--- config.mk ---
export PLATFORM = sky130hd
export DESIGN_NAME = pipeline_ctrl
export DESIGN_NICKNAME = d
export VERILOG_FILES = /design/src/rtl/pipeline_ctrl.sv
export SDC_FILE = /design/constraint.sdc
export NUM_CORES = 1
export LEC_CHECK = 0
export ABC_AREA = 1
export BUFFER_PORTS_ARGS = -buffer_cell sky130_fd_sc_hd__buf_2
export CAP_MARGIN = 20
export CELL_PAD_IN_SITES_DETAIL_PLACEMENT = 1
export CELL_PAD_IN_SITES_GLOBAL_PLACEMENT = 2
export CORE_MARGIN = 2
export CORE_UTILIZATION = 33
export DETAILED_ROUTE_END_ITERATION = 12
export GPL_TIMING_DRIVEN = 1
export PLACE_DENSITY_LB_ADDON = 0.1
export SLEW_MARGIN = 20
export SYNTH_ARGS = -nofsm -noshare
export SYNTH_HDL_FRONTEND = slang
export SYNTH_SLANG_ARGS = --single-unit
--- constraint.sdc ---
create_clock -name clk -period 2.8 [get_ports clk]
set_input_delay 0.14 -clock clk [delete_from_list [all_inputs] [get_ports clk]]
set_output_delay 0.14 -clock clk [all_outputs]
set_load 0.005 [all_outputs]
--- src/rtl/pipeline_ctrl.sv ---
// pipeline_ctrl: stall/flush controller for the 5-stage pipeline.
// Merges per-stage stall requests, branch-redirect flushes and debug
// halt/single-step into the stall vector and flush strobe, and keeps a
// memory-wait watchdog plus stall/flush event counters for bring-up.
// dbg_state exposes the FSM: 0 = RUN, 1 = HALT, 2 = STEP.
module pipeline_ctrl #(
    parameter int TIMEOUT = 255,
    parameter int TO_W    = 8
) (
    input  logic        clk,
    input  logic        rst_n,
    input  logic        stallreq_id,
    input  logic        stallreq_ex,
    input  logic        stallreq_mem,
    input  logic        flush_req,
    input  logic        halt_req,
    input  logic        step,
    output logic [5:0]  stall,
    output logic        flush,
    output logic        halted,
    output logic        mem_timeout,
    output logic [31:0] stall_cnt,
    output logic [15:0] flush_cnt,
    output logic [1:0]  dbg_state
);

    typedef enum logic [1:0] {
        ST_RUN  = 2'd0,
        ST_HALT = 2'd1,
        ST_STEP = 2'd2
    } state_e;

    state_e          state_q;
    logic            halted_q;
    logic            flush_pend_q, flush_pend_d;
    logic [TO_W-1:0] wait_cnt_q, wait_cnt_d;
    logic            mem_timeout_q, mem_timeout_d;
    logic [31:0]     stall_cnt_q, stall_cnt_d;
    logic [15:0]     flush_cnt_q, flush_cnt_d;
    logic [5:0]      stall_raw;
    logic [5:0]      stall_c;
    logic            flush_c;

    // Combinational stall/flush decode; a flush squashes the wrong-path
    // load-use stall, and outputs stay quiet while reset is asserted.
    always_comb begin
        stall_raw = 6'b000000;
        if (stallreq_mem) begin
            stall_raw = 6'b011111;
        end else if (stallreq_ex) begin
            stall_raw = 6'b001111;
        end else if (stallreq_id) begin
            stall_raw = 6'b000111;
        end
        flush_c = (flush_req | flush_pend_q) & ~stall_raw[3] & (state_q != ST_HALT);
        if (state_q == ST_HALT) begin
            stall_c = 6'b111111;
        end else if (flush_c) begin
            stall_c = 6'b000000;
        end else begin
            stall_c = stall_raw;
        end
        if (!rst_n) begin
            stall_c = 6'b000000;
            flush_c = 1'b0;
        end
    end

    // Next-state for the pending flush, watchdog and event counters.
    always_comb begin
        flush_pend_d = flush_pend_q;
        if (flush_c) begin
            flush_pend_d = 1'b0;
        end else if (flush_req) begin
            flush_pend_d = 1'b1;
        end
        wait_cnt_d = '0;
        if (stallreq_mem) begin
            wait_cnt_d = (wait_cnt_q == {TO_W{1'b1}}) ? wait_cnt_q : wait_cnt_q + TO_W'(1);
        end
        mem_timeout_d = mem_timeout_q | (wait_cnt_d >= TO_W'(TIMEOUT));
        stall_cnt_d = stall_cnt_q;
        if ((stall_c != 6'b000000) && (state_q != ST_HALT)) begin
            stall_cnt_d = stall_cnt_q + 32'd1;
        end
        flush_cnt_d = flush_cnt_q;
        if (flush_c) begin
            flush_cnt_d = flush_cnt_q + 16'd1;
        end
    end

    // Debug FSM with registered halted flag; STEP grants one advancing cycle.
    always_ff @(posedge clk or negedge rst_n) begin
        if (!rst_n) begin
            state_q  <= ST_RUN;
            halted_q <= 1'b0;
        end else begin
            case (state_q)
                ST_RUN: begin
                    if (halt_req) begin
                        state_q  <= ST_HALT;
                        halted_q <= 1'b1;
                    end
                end
                ST_HALT: begin
                    if (step) begin
                        state_q  <= ST_STEP;
                        halted_q <= 1'b0;
                    end else if (!halt_req) begin
                        state_q  <= ST_RUN;
                        halted_q <= 1'b0;
                    end
                end
                ST_STEP: begin
                    state_q  <= halt_req ? ST_HALT : ST_RUN;
                    halted_q <= halt_req;
                end
                default: begin
                    state_q  <= ST_RUN;
                    halted_q <= 1'b0;
                end
            endcase
        end
    end

    // Pending flush, watchdog and counter registers.
    always_ff @(posedge clk or negedge rst_n) begin
        if (!rst_n) begin
            flush_pend_q  <= 1'b0;
            wait_cnt_q    <= '0;
            mem_timeout_q <= 1'b0;
            stall_cnt_q   <= 32'd0;
            flush_cnt_q   <= 16'd0;
        end else begin
            flush_pend_q  <= flush_pend_d;
            wait_cnt_q    <= wait_cnt_d;
            mem_timeout_q <= mem_timeout_d;
            stall_cnt_q   <= stall_cnt_d;
            flush_cnt_q   <= flush_cnt_d;
        end
    end

    assign stall       = stall_c;
    assign flush       = flush_c;
    assign halted      = halted_q;
    assign mem_timeout = mem_timeout_q;
    assign stall_cnt   = stall_cnt_q;
    assign flush_cnt   = flush_cnt_q;
    assign dbg_state   = state_q;

endmodule

### After elaboration in Yosys (flattened, before gate mapping)

Index checks and enable logic that the tools add are counted.

| word-level totals | value |
|---|---|
| flip-flop bits (word level) | 61 |
| input port bits | 8 |
| output and inout port bits | 59 |
| word-level logic and storage cells | 47 |

| cells by class | value |
|---|---|
| add/subtract/negate cells | 3 |
| order comparisons | 1 |
| eq/ne operators | 6 |
| multiplexer cells | 20 |
| bitwise gates (word level) | 5 |
| reductions and logical operators | 5 |

Operators with widths:

| operator | count |
|---|---|
| 32-bit by 1-bit adder with 32-bit output (second input constant) | 1 |
| 6-bit two-way mux | 4 |
| 16-bit by 1-bit adder with 16-bit output (second input constant) | 1 |
| 8-bit two-way mux | 2 |
| 8-bit by 1-bit adder with 8-bit output (second input constant) | 1 |
| 8-bit == test (second input constant) | 1 |
| 8-bit >= comparator (second input constant) | 1 |
| 1-bit two-way mux | 7 |
| 2-bit two-way mux | 3 |
| 2-bit case mux with 3 select lines | 1 |
| 6-bit nonzero test | 1 |
| 4-bit two-way mux | 1 |
| 3-bit two-way mux | 1 |
| 3-bit inequality test (second input constant) | 1 |
| 1-bit case mux with 3 select lines | 1 |
| 1-bit AND | 2 |
| 2-bit by 1-bit == test with 1-bit output (second input constant) | 1 |
| 2-bit == test (second input constant) | 1 |
| 2-bit zero test | 1 |
| 2-bit by 1-bit inequality test with 1-bit output (second input constant) | 1 |
| 2-bit inequality test (second input constant) | 1 |
| 1-bit OR | 2 |
| 2-bit AND reduction | 1 |
| 2-bit nonzero test | 1 |
| other kinds (2) | 2 |

### Depth between registers and ports, before layout

| depth | value |
|---|---|
| depth after elaboration | 11 |
| mapped depth | 11 |
| mapped depth without buffers | 11 |

### Least setup slack after synthesis

No wires, ideal clock.

| timing | value |
|---|---|
| path type | register -> register |
| start point | register stall_cnt_q[0], in the netlist stall_cnt[0] |
| end point | register stall_cnt_q[28], in the netlist stall_cnt[28] |
| library setup time | 0.116 ns |
| arrival time | 1.334 ns |
| data required time | 2.684 ns |
| setup slack | 1.349 ns |
| cell stages (with the launch flop) | 11 |
| buffers on the path | 0 |
| period minus slack after synthesis | 1.451 ns |
| path through | dfrtp_1 -> ha_1 -> inv_1 -> nor2_2 -> inv_1 -> nor2_1 -> nand2_1 -> nand2_1 -> nand2_1 -> nand2_1 -> nand2_1 |

| on the way | value |
|---|---|
| longest elaborated chain between the ends | 1 |

RTL lines:

| item | RTL line | text |
|---|---|---|
| from (decl) | 38 | `logic [31:0] stall_cnt_q, stall_cnt_d;` |
| from (signal assigned) | 138 | `stall_cnt_q <= stall_cnt_d;` |
| 32-bit by 1-bit adder with 32-bit output | 84 | `stall_cnt_d = stall_cnt_q + 32'd1;` |

Every way passes these cells.
A chain may end at the register's enable or synchronous reset.

### Worst setup path after layout

| timing | value |
|---|---|
| start point | input rst_n |
| end point | register stall_cnt_q[7], in the netlist stall_cnt[7] |

| on the way | value |
|---|---|
| longest elaborated chain between the ends | 3 |

RTL lines:

| item | RTL line | text |
|---|---|---|
| from (decl) | 11 | `input logic rst_n,` |
| 6-bit two-way mux | 63 | `if (!rst_n) begin` |
| 6-bit nonzero test | 83 | `if ((stall_c != 6'b000000) && (state_q != ST_HALT)) begin` |
| 1-bit logical AND | 83 |  |

Every way passes these cells.

==> results.md <==
- Top FF cell, synth: dfrtp_1
- Area growth syn-to-layout: 17.4%
- Max Clock Freq: 0.548 GHz
- Mean Syn Cell Area: a little over 7 um2
- Starting Density: approximately a third
- Data arrival, critical path: between 2 and 2.5 ns
- Sequential area share after synthesis: 41.5%
- GRT Util Overall: 19.3%
- Slew headroom: 63.1%
- Row Count: 38
- Tmin final: 1.82 ns
- Critical Path RT: 3.06 ns
- Post-synth EDFFs: 0
- Largest net degree at the start of global routing: 33
- GRT overflow: 0
- Longest Clk Path Bufs: 2
- Synth Warn #: 0
- Vias in the first global route: roughly 3500
- WL/cell: ~14 um
- Crit path kind: input pin to register
- HPWL Detailed: 8040 um
- Sink Count: 61
- Slew Viols, Final: 0
- DRT Wirelength: 10500 um
- Worst-skew pair later-pin latency: ~0.35 ns
- Post-route ant nets: 0
- Setup Viol. Count Final: 0
- Nets@finish: 600
- # diodes: 0
- Status: finished clean
- Fin Setup TNS: 0 ns
- Share of cells above drive strength 1: 17.1%
- Global-route wire length before repair: 17700 um
- CTS tree: yes
- FILL cells: approximately 1400
- Peak supply drop: 0.327 mV
- IO Pins: 67
- Crit end category: register
- Cells after Synth: 519
- Fin cells: 732
- Tcrit/Tclk final: between 60% and 70%
- Synth unique cells: 31
- Final core utilization: between 30 and 40%
- Crit path max fanout: 31
- Port Buffers: 66
- Vias per cell: 4.67
- Die area: 12000 um2
- Initial DRT Pass Iterations: 4
- Synthesized area: roughly 3700 um2
- Placed cells: 717
- Reg clk slew, reported paths: around 0.06 ns
- Total CTS buffers: 9
- Worst Hold Class: input pin to register
- PnR Total Power: 2.57 mW
- DRC viols: 0
- Clock Root Buffer: clkbuf_8
- Power Dens Cells: approximately 600 nW/um2
- Initial antenna violation count: 0
- Die W: 110 um
- Die H: 110 um
- Core Box Area: 10800 um2
- Dpl ws: between 0.9 and 1 ns
- Clock skew: 0.0103 ns
- Worst setup margin: 0.976 ns
- Total setup buffers inserted after CTS: 0
- DR iter-0 viols: 122
- FFs w/ async S/R, synth: 100%
- #FFs+latches synth: between 60 and 70
- Max-cap check violation count: 0
- RSZ-0062 raised after global routing: false
- # resized after CTS: 0
- Post-Syn Nets: 530
- Routed vias: 3418
- Least-Margin Pin Slew: 0.553 ns
- Type of origin of the critical path: input pin
- Gpl congestion: 0.861
- Final Hold Fails: 0
- H-Tree Depth: 3
- Static Leak: roughly 2.2 nW
[critical path: stages]
cell and delay [ns]:
dlygate4sd3_1 0.52, buf_2 0.26, inv_1 0.14, a31oi_2 0.25, nand2_2 0.09, inv_2 0.42
o21ai_0 0.16, o21ai_0 0.10
[path summary, 6_finish.rpt]
path                                from       endpoint  slack, ns  cells after the start
setup / recovery                   rst_n   stall_cnt[7]       0.98                      8
setup reg to reg           wait_cnt_q[0]    mem_timeout       0.99                     11
hold reg to reg              mem_timeout    mem_timeout       0.47                      2
hold / removal                 flush_req   flush_pend_q       0.04                      3
min in group asynchronous          rst_n  stall_cnt[18]       0.18                      2
max in group asynchronous          rst_n  stall_cnt[28]       1.93                      3
[sequential cells by signal, indices dropped and copies added, names as in the netlist]
| register | count |
|---|---|
| stall_cnt | 32 |
| flush_cnt | 16 |
| wait_cnt_q | 8 |
| dbg_state | 2 |
| flush_pend_q | 1 |
| halted | 1 |
| mem_timeout | 1 |
[where the power goes]
part           switching (mW)  total, mW  leakage [nW]  internal (mW)
registers               0.139       1.15         0.814           1.01
logic                   0.414      0.645          1.30          0.231
clock network           0.352      0.777        0.0923          0.425
total                   0.905       2.57          2.21           1.66
[routing by layer]
layer	track usage [%]	up-vias	wire length, um
met4	6.78	0	187
met1	25.5	1599	4940
met3	5.28	13	437
li1	-	1755	-
met2	30.4	51	4900
met5	0	-	0
[stage by stage]
stage,hold WS [ns],cell area [um2]
after detailed placement,0.0242,4130
after floorplan,-0.156,3680
after global placement,0.0220,4130
final,0.0403,4320
after CTS,0.0274,4320
after global routing,0.0415,4320
[cell usage after synthesis, drive strengths merged, types with 3 or more instances]
cell	instances	area [um2]
a21oi	6	30.0
a31oi	4	31.3
buf	9	71.3
dfrtp	61	1530
ha	3	37.5
inv	47	176
nand2	214	823
nand3	27	158
nand3b	8	60.1
nand4	9	56.3
nor2	78	342
nor3	8	50.1
o21ai	16	80.1
xnor2	6	52.6
xor2	19	166
[kinds of logic after synthesis]
group,Yosys count,share of synthesized area [%]
AND/OR/NAND/NOR,345,40.6
XOR/XNOR,25,5.95
flip-flops,61,41.5
buffers and inverters,58,6.93
AO/OA/AOI/OAI,27,4.04
adder cells (fa/ha/maj),3,1.02
[repair_timing]
action,CTS,global route
hold endpoints to repair,5,0
endpoints found under the setup margin,0,0
hold buffers,1,0
[cell usage in the layout (no fill, tap or decap)]
cell type / count
nand2_1: 210
nor2_1: 70
buf_2: 66
dfrtp_1: 61
inv_1: 45
nand3_1: 24
xor2_1: 19
o21ai_0: 14
clkbuf_8: 10
nand4_1: 9
nand3b_1: 8
a21oi_1: 6
nor3_1: 6
xnor2_1: 6
nor2_2: 4
a31oi_1: 3
nor2_4: 3
ha_1: 3
buf_4: 3
o21ai_1: 2
nand2_4: 2
nand2_2: 2
inv_2: 2
nor3_2: 2
nand3_2: 2
clkbuf_1: 2
and2_1: 1
nor2_8: 1
a31oi_2: 1
nand3_4: 1
a21boi_0: 1
bufinv_16: 1
clkinv_2: 1
dlygate4sd3_1: 1
[layout make-up]
class                   count  area, um2  share of cell area (%)
multi-input cells         400       1900                    44.0
well taps                 140        175                    4.05
repair buffers             70        363                    8.40
flip-flops and latches     61       1530                    35.3
inverters                  47        176                    4.08
clock buffers              12        145                    3.36
clock inverters             2       35.0                   0.811
(Power assumes the default switching activity.)
